[config.mk]
export PLATFORM = sky130hd
export DESIGN_NAME = operand_fetch
export DESIGN_NICKNAME = d
export VERILOG_FILES = /design/src/rtl/operand_fetch.sv
export SDC_FILE = /design/constraint.sdc
export NUM_CORES = 1
export LEC_CHECK = 0
export ABC_AREA = 1
export CORE_ASPECT_RATIO = 0.6
export CORE_MARGIN = 3
export CORE_UTILIZATION = 45
export DETAILED_ROUTE_END_ITERATION = 8
export PLACE_DENSITY = 0.72
export SYNTH_ARGS = -nofsm -noshare
export SYNTH_HDL_FRONTEND = slang
export SYNTH_SLANG_ARGS = --single-unit
[constraint.sdc]
create_clock -name clk -period 2.13 [get_ports clk]
set_input_delay 0.3195 -clock clk [delete_from_list [all_inputs] [get_ports clk]]
set_output_delay 0.3195 -clock clk [all_outputs]
set_load 0.01 [all_outputs]
[src/rtl/operand_fetch.sv]
// operand_fetch: captures a completed Z80 instruction from the fetch stage.
// It decodes the opcode and operands, resolves JP/JR branches locally, and
// issues every other instruction to the execute stage with a valid/ready
// handshake. Only one instruction is in flight at a time.
//
// Ports
//   clk, reset               clock, synchronous active-high reset
//   if_fsm_instr_finish      pulse: instruction/if_fsm_num_bytes/if_of_pc valid
//   if_fsm_num_bytes [2:0]   instruction length (1..4)
//   instruction [31:0]       byte0 in [7:0] .. byte3 in [31:24]
//   if_of_pc [15:0]          address of the byte after the instruction
//   alu_of_flags [7:0]       F register (S=7 Z=6 H=4 P/V=2 N=1 C=0)
//   ex_of_ready              execute accepts the issued instruction
//   of_if_pc [15:0]          branch target, valid with of_fsm_pc_modify
//   of_fsm_pc_modify         one-cycle pulse: load of_if_pc as the new PC
//   of_ex_valid              issued instruction valid, held until accepted
//   of_ex_opcode [15:0]      {prefix, opcode}
//   of_ex_imm16 [15:0]       immediate operand
//   of_ex_disp [7:0]         index displacement
//   of_ex_num_bytes [2:0]    captured instruction length
//   of_busy                  high whenever not IDLE
//   of_overrun               sticky error flag, cleared only by reset
module operand_fetch (
  input  logic        clk,
  input  logic        reset,
  input  logic        if_fsm_instr_finish,
  input  logic [2:0]  if_fsm_num_bytes,
  input  logic [31:0] instruction,
  input  logic [15:0] if_of_pc,
  input  logic [7:0]  alu_of_flags,
  input  logic        ex_of_ready,
  output logic [15:0] of_if_pc,
  output logic        of_fsm_pc_modify,
  output logic        of_ex_valid,
  output logic [15:0] of_ex_opcode,
  output logic [15:0] of_ex_imm16,
  output logic [7:0]  of_ex_disp,
  output logic [2:0]  of_ex_num_bytes,
  output logic        of_busy,
  output logic        of_overrun
);

  localparam logic [1:0] IDLE   = 2'd0;
  localparam logic [1:0] DECODE = 2'd1;
  localparam logic [1:0] ISSUE  = 2'd2;

  logic [1:0]  state_q, state_d;
  logic [31:0] instr_q, instr_d;
  logic [2:0]  nb_q, nb_d;
  logic [15:0] pc_q, pc_d;
  logic [7:0]  flags_q, flags_d;
  logic [15:0] if_pc_q, if_pc_d;
  logic        pc_mod_q, pc_mod_d;
  logic        valid_q, valid_d;
  logic [15:0] opcode_q, opcode_d;
  logic [15:0] imm_q, imm_d;
  logic [7:0]  disp_q, disp_d;
  logic [2:0]  exnb_q, exnb_d;
  logic        busy_q, busy_d;
  logic        ovr_q, ovr_d;

  logic [7:0]  b0, b1, b2, b3;
  logic        prefixed, is_jp, is_jpcc, is_jr, is_jrcc, is_branch;
  logic [2:0]  cc;
  logic        cond_ok, taken, len_bad;
  logic [15:0] dec_opcode, dec_imm, target;
  logic [7:0]  dec_disp;
  logic        unused_flag_bits;

  assign {b3, b2, b1, b0} = instr_q;
  // H and N never steer a branch.
  assign unused_flag_bits = ^{flags_q[5:3], flags_q[1]};

  // Decode of the captured instruction: opcode, operands, branch resolution.
  always_comb begin
    prefixed   = (b0 == 8'hCB) || (b0 == 8'hDD) || (b0 == 8'hED) || (b0 == 8'hFD);
    dec_opcode = prefixed ? {b0, b1} : {8'h00, b0};
    dec_imm    = 16'h0000;
    dec_disp   = 8'h00;
    if (prefixed) begin
      if (nb_q == 3'd3) begin
        dec_disp = b2;
      end else if (nb_q == 3'd4) begin
        dec_disp = b2;
        dec_imm  = {b3, b2};
      end
    end else begin
      if (nb_q == 3'd2)      dec_imm = {8'h00, b1};
      else if (nb_q >= 3'd3) dec_imm = {b2, b1};
    end

    is_jp     = (b0 == 8'hC3);
    is_jpcc   = ((b0 & 8'hC7) == 8'hC2);
    is_jr     = (b0 == 8'h18);
    is_jrcc   = ((b0 & 8'hE7) == 8'h20);
    is_branch = !prefixed && (is_jp || is_jpcc || is_jr || is_jrcc);
    // JR cc only encodes NZ/Z/NC/C in bits [4:3].
    cc = is_jrcc ? {1'b0, b0[4:3]} : b0[5:3];
    case (cc)
      3'd0:    cond_ok = !flags_q[6];
      3'd1:    cond_ok =  flags_q[6];
      3'd2:    cond_ok = !flags_q[0];
      3'd3:    cond_ok =  flags_q[0];
      3'd4:    cond_ok = !flags_q[2];
      3'd5:    cond_ok =  flags_q[2];
      3'd6:    cond_ok = !flags_q[7];
      default: cond_ok =  flags_q[7];
    endcase
    taken  = is_jp || is_jr || ((is_jpcc || is_jrcc) && cond_ok);
    target = (is_jr || is_jrcc) ? 16'(pc_q + {{8{b1[7]}}, b1}) : {b2, b1};
    len_bad = (nb_q == 3'd0) || (nb_q > 3'd4);
  end

  // Next-state and output logic.
  always_comb begin
    state_d  = state_q;
    instr_d  = instr_q;
    nb_d     = nb_q;
    pc_d     = pc_q;
    flags_d  = flags_q;
    if_pc_d  = if_pc_q;
    pc_mod_d = 1'b0;
    valid_d  = valid_q;
    opcode_d = opcode_q;
    imm_d    = imm_q;
    disp_d   = disp_q;
    exnb_d   = exnb_q;
    ovr_d    = ovr_q;

    case (state_q)
      IDLE: begin
        if (if_fsm_instr_finish) begin
          instr_d = instruction;
          nb_d    = if_fsm_num_bytes;
          pc_d    = if_of_pc;
          flags_d = alu_of_flags;
          state_d = DECODE;
        end
      end
      DECODE: begin
        if (len_bad) begin
          ovr_d   = 1'b1;
          state_d = IDLE;
        end else if (is_branch) begin
          state_d = IDLE;
          if (taken) begin
            pc_mod_d = 1'b1;
            if_pc_d  = target;
          end
        end else begin
          valid_d  = 1'b1;
          opcode_d = dec_opcode;
          imm_d    = dec_imm;
          disp_d   = dec_disp;
          exnb_d   = nb_q;
          state_d  = ISSUE;
        end
      end
      ISSUE: begin
        if (ex_of_ready) begin
          valid_d = 1'b0;
          state_d = IDLE;
        end
      end
      default: state_d = IDLE;
    endcase

    // A finish while busy is dropped and flagged.
    if (if_fsm_instr_finish && (state_q != IDLE)) ovr_d = 1'b1;
    busy_d = (state_d != IDLE);
  end

  // State and output registers.
  always_ff @(posedge clk) begin
    if (reset) begin
      state_q  <= IDLE;
      instr_q  <= 32'h0;
      nb_q     <= 3'd0;
      pc_q     <= 16'h0;
      flags_q  <= 8'h0;
      if_pc_q  <= 16'h0;
      pc_mod_q <= 1'b0;
      valid_q  <= 1'b0;
      opcode_q <= 16'h0;
      imm_q    <= 16'h0;
      disp_q   <= 8'h0;
      exnb_q   <= 3'd0;
      busy_q   <= 1'b0;
      ovr_q    <= 1'b0;
    end else begin
      state_q  <= state_d;
      instr_q  <= instr_d;
      nb_q     <= nb_d;
      pc_q     <= pc_d;
      flags_q  <= flags_d;
      if_pc_q  <= if_pc_d;
      pc_mod_q <= pc_mod_d;
      valid_q  <= valid_d;
      opcode_q <= opcode_d;
      imm_q    <= imm_d;
      disp_q   <= disp_d;
      exnb_q   <= exnb_d;
      busy_q   <= busy_d;
      ovr_q    <= ovr_d;
    end
  end

  assign of_if_pc         = if_pc_q;
  assign of_fsm_pc_modify = pc_mod_q;
  assign of_ex_valid      = valid_q;
  assign of_ex_opcode     = opcode_q;
  assign of_ex_imm16      = imm_q;
  assign of_ex_disp       = disp_q;
  assign of_ex_num_bytes  = exnb_q;
  assign of_busy          = busy_q;
  assign of_overrun       = ovr_q;

endmodule
**Word level (Yosys, flattened, before mapping)**

Cells that the tools add are included.
Widths: inputs -> output; s select.

- Add/sub/neg operators: 1
- Order comparisons: 2
- Equality and inequality tests: 22
- Muxes and demuxes: 25
- Bitwise operators: 3
- Reduce and logical (&&, ||, !) cells: 33

Operators by type and width:

| cell | count |
|---|---|
| $mux 16 | 7 |
| $eq 8x8->1 const B | 5 |
| $mux 8 | 3 |
| $add 16x16->16 | 1 |
| $eq 3x2->1 const B | 4 |
| $eq 3x3->1 const B | 4 |
| $logic_or 1x1->1 | 11 |
| $reduce_bool 2->1 | 5 |
| $eq 8x5->1 const B | 1 |
| $mux 2 | 4 |
| $reduce_and 4->1 | 2 |
| $mux 1 | 7 |
| $pmux 1 s7 | 1 |
| $eq 6x4->1 const B | 1 |
| $logic_not 3->1 | 2 |
| $ne 2x2->1 const B | 3 |
| $pmux 2 s3 | 1 |
| $eq 5x5->1 const B | 1 |
| $logic_not 1->1 | 5 |
| $reduce_and 2->1 | 2 |
| $reduce_or 4->1 | 1 |
| $eq 3x1->1 const B | 1 |
| $ge 3x2->1 const B | 1 |
| $gt 3x3->1 const B | 1 |
| other kinds (8) | 12 |

- Flip-flop bits (word level): 124
- Input bits: 63
- Output and inout bits: 63
- Word-level logic and storage cells: 100

**Longest topological paths before layout**

- Depth after elaboration: 10
- Depth in mapped cells: 13
- Gate-level depth less buffers: 13

**Least setup slack after synthesis**

No wires, ideal clock.

- Kind: reg-to-reg
- Start: register instr_q[8]
- End: register if_pc_q[12] (netlist: of_if_pc[12])
- Data arrival time: 1.606 ns
- Slack: 0.391 ns
- Stages on the path, launching flop included: 14
- Period minus slack after synthesis: 1.739 ns
- Cell sequence: dfxtp_1 ha_1 inv_1 fa_1 inv_1 nand3_1 nand3_1 nand3_1 nand3_1 nand2_1 nand3_1 nand2_1 nand2_1 a21oi_1

- Word-level cells in the longest chain between the ends: 2

RTL lines:

| what | RTL line | RTL |
|---|---|---|
| start, declared | 48 | `logic [31:0] instr_q, instr_d;` |
| start signal, assigned | 192 | `instr_q <= instr_d;` |
| $add 16x16->16 | 110 | `target = (is_jr \|\| is_jrcc) ? 16'(pc_q + {{8{b1[7]}}, b1}) : {b2, b1};` |
| $mux 16 | 110 |  |
| end signal, assigned | 196 | `if_pc_q <= if_pc_d;` |
| end, declared | 52 | `logic [15:0] if_pc_q, if_pc_d;` |

Every way passes these cells.
A chain may end at the register's enable or synchronous reset.

**Final worst setup path**

- Start: register instr_q[15]
- End: register if_pc_q[15] (netlist: of_if_pc[15])

The elaborated chain is that of the path after synthesis.

==> results.yml <==
status:
  status: "completed"
cells_and_area:
  fin_nets: 1057
  stdcell_area_mm2: 0.008098
  finish.utilization: 0.6524
  final_common_cell: "nand2_1"
  antennaDiodeCount: 0
  area_growth_pct: 37.50
  drive_gt1_frac: 0.1062
  final_cell_mix: "156 x nand2_1, 126 x nor2_1, 121 x clkdlybuf4s50_1"
route:
  drtIter0Drc: 718
  drc_errors: 0
  wl_um: 19300
  dr.pass1.iters: 6
  via_count: 6294
  route.antenna.remaining_nets: 0
  wl_per_cell_um: 16.72
  viasPerCell: 5.454
cts:
  cts_buffer_depth: 2
  ctsResizeCount: 0
  post_cts.repair.setup_buffers: 0
  cts_root_buf: "clkbuf_16"
  cts_tree: "done"
  postCtsHoldBufs: 0
  numCtsBuffers: 17
  cts_sinks: 120
  clk_pin_slew_ns: 0.06
  cts-htree-levels: 4
  insertion_delay_ns: 0.41
global_route:
  grt_antenna_before_repair: 0
  grt_max_degree: 44
  grt_pass1_wl_um: 29990
  track_usage: 0.2627
  grt_pass1_vias: 5397
  grt_overflow: 0
synth:
  syn_area_per_cell_um2: 6.970
  synth_seq_cells: 120
  syn_nets: 925
  seq_area_frac_synth: 0.4079
  synthCells: 845
  ys_warn_count: 0
  synth.cell_area_mm2: 0.005889
  synth_cell_types: 35
floorplan:
  die_y_um: 94.62
  rows: 31
  design.die.area_mm2: 0.01454
  start_util: 0.4745
  ios: 126
  core_mm2: 0.01241
  die_x_um: 153.7
sta:
  finalSetupViolCount: 0
  slew_headroom: 0.7063
  drv_slew: 0
  hold_violations: 0
  setup_tns_ns: 0
  whs_ns: 0.4617
  tightest_slew_ns: 0.4359
  finalCriticalPeriod_ns: 2.065
  fmaxAchievable_mhz: 484.2
  period_share: 0.9696
  clock_skew_ns: 0.01072
critical_path:
  path_common_cell: "nand2_1"
  reg2reg_from: "instr_q[15]"
  end_kind: "flop"
  path_class: "reg2reg"
  path_max_fanout: 9
  rrSetupSlack_ns: 0.06
  slowest_stage: "dfxtp_1"
  critPathLaunchType: "flop"
  arrival_ns: 2.34
  crit_chain: "buf_12, ha_1, nand2_1, inv_1, nand2_1, nand3_1, a21oi_2, buf_4, nand2_1, nand2_1, nand3_1, nand2_2, a21oi_1"
  crit_family: "simple AND/OR/NAND/NOR gates"
  path_buf_inv: 3
  reg2reg_depth: 13
  rr_endpoint: "of_if_pc[15]"
  worst_path_largest_cell_delay_ns: 0.33
  cp.required_ns: 2.41
hold_path:
  hold_path_depth: 2
  min_to: "of_ex_opcode[8]"
  hp-class: "reg2reg"
  hold_start: "of_ex_opcode[8]"
power:
  total_power_mw: 6.789
  p_per_area_mw_per_mm2: 838.4
  ir_drop_v: 0.0006563
  p_leak_nw: 3.390
run:
  drv_cap: 0
placed_design:
  placed_area_mm2: 0.007452
  dp_hpwl_um: 13960
  port_buffers: 121
  gp_congestion: 0.9613
## flip-flops by register name (all words and copies together) (netlist names)
signal,flops
instr_q,32
flags_q,4
nb_q,3
pc_q,16
state_q,2
of_ex_num_bytes,3
of_ex_disp,8
of_busy,1
of_overrun,1
of_if_pc,16
of_fsm_pc_modify,1
of_ex_valid,1
of_ex_opcode,16
of_ex_imm16,16
## synthesized netlist by cell type (all sizes together)
master | count | area share
fa | 1 | 0.0034
clkinv | 2 | 0.0013
dfxtp | 120 | 0.41
inv | 74 | 0.047
ha | 16 | 0.034
nor2 | 132 | 0.085
nor3 | 4 | 0.0051
and2 | 1 | 0.0011
nand2 | 160 | 0.10
nand3b | 2 | 0.0025
buf | 17 | 0.022
nand4 | 39 | 0.042
xor2 | 2 | 0.0030
a31oi | 18 | 0.019
o21ai | 104 | 0.088
nand3 | 49 | 0.044
o211ai | 1 | 0.0013
a211oi | 6 | 0.0076
o22ai | 1 | 0.0011
o21a | 1 | 0.0013
xnor2 | 2 | 0.0030
a21oi | 58 | 0.052
or2 | 3 | 0.0032
clkbuf | 32 | 0.020
## worst register-to-register path: stages (launching register included)
cell	delay, ns
dfxtp_1	0.33
buf_12	0.15
ha_1	0.33
nand2_1	0.10
inv_1	0.06
nand2_1	0.06
nand3_1	0.07
a21oi_2	0.21
buf_4	0.15
nand2_1	0.04
nand2_1	0.06
nand3_1	0.15
nand2_2	0.14
a21oi_1	0.06
## routing by layer
layer,global-route usage,vias to the layer above,part of all wire
li1,-,3082,-
met5,0,-,0
met2,0.3262,318,0.36
met4,0.06245,0,0.012
met1,0.4352,2874,0.51
met3,0.06136,20,0.12
## final cells by class
cell class / count / area [µm²]
inverters: 76 / 287.8
fillers: 1124 / 4314
clock inverters: 14 / 197.7
well taps: 165 / 206.4
flip-flops and latches: 120 / 2405
repair buffers: 162 / 1607
clock buffers: 17 / 425.4
multi-input cells: 600 / 2969
## stage by stage
step                setup WS [ns]  cells
global placement          0.04940   1123
global route            -0.008424   1154
CTS                       0.01425   1154
detailed placement        0.03697   1123
finish                    0.06470   1154
floorplan                  0.3915    845
## worst max path at each step
stage	start	end	slack (ns)	depth (start not counted)
detailed placement	instr_q[15]	of_if_pc[15]	0.04	11
global placement	instr_q[15]	of_if_pc[15]	0.05	11
CTS	instr_q[15]	of_if_pc[15]	0.01	11
finish	instr_q[15]	of_if_pc[15]	0.06	13
floorplan	instr_q[8]	of_if_pc[12]	0.39	13
global route	instr_q[15]	of_if_pc[14]	-0.008	13
## report_power, final
part	internal (mW)	switching, mW
Clock	1.96	1.09
Combinational	0.526	0.661
Sequential	2.40	0.150
Total	4.89	1.90
## logic make-up after synthesis
| family | synth area share |
|---|---|
| buffers and inverters | 0.09093 |
| AND/OR/NAND/NOR | 0.2872 |
| XOR/XNOR | 0.005950 |
| adder cells (fa/ha/maj) | 0.03739 |
| AO/OA/AOI/OAI | 0.1706 |
| flip-flops | 0.4079 |
No activity file was read; power rests on OpenSTA's default activity.
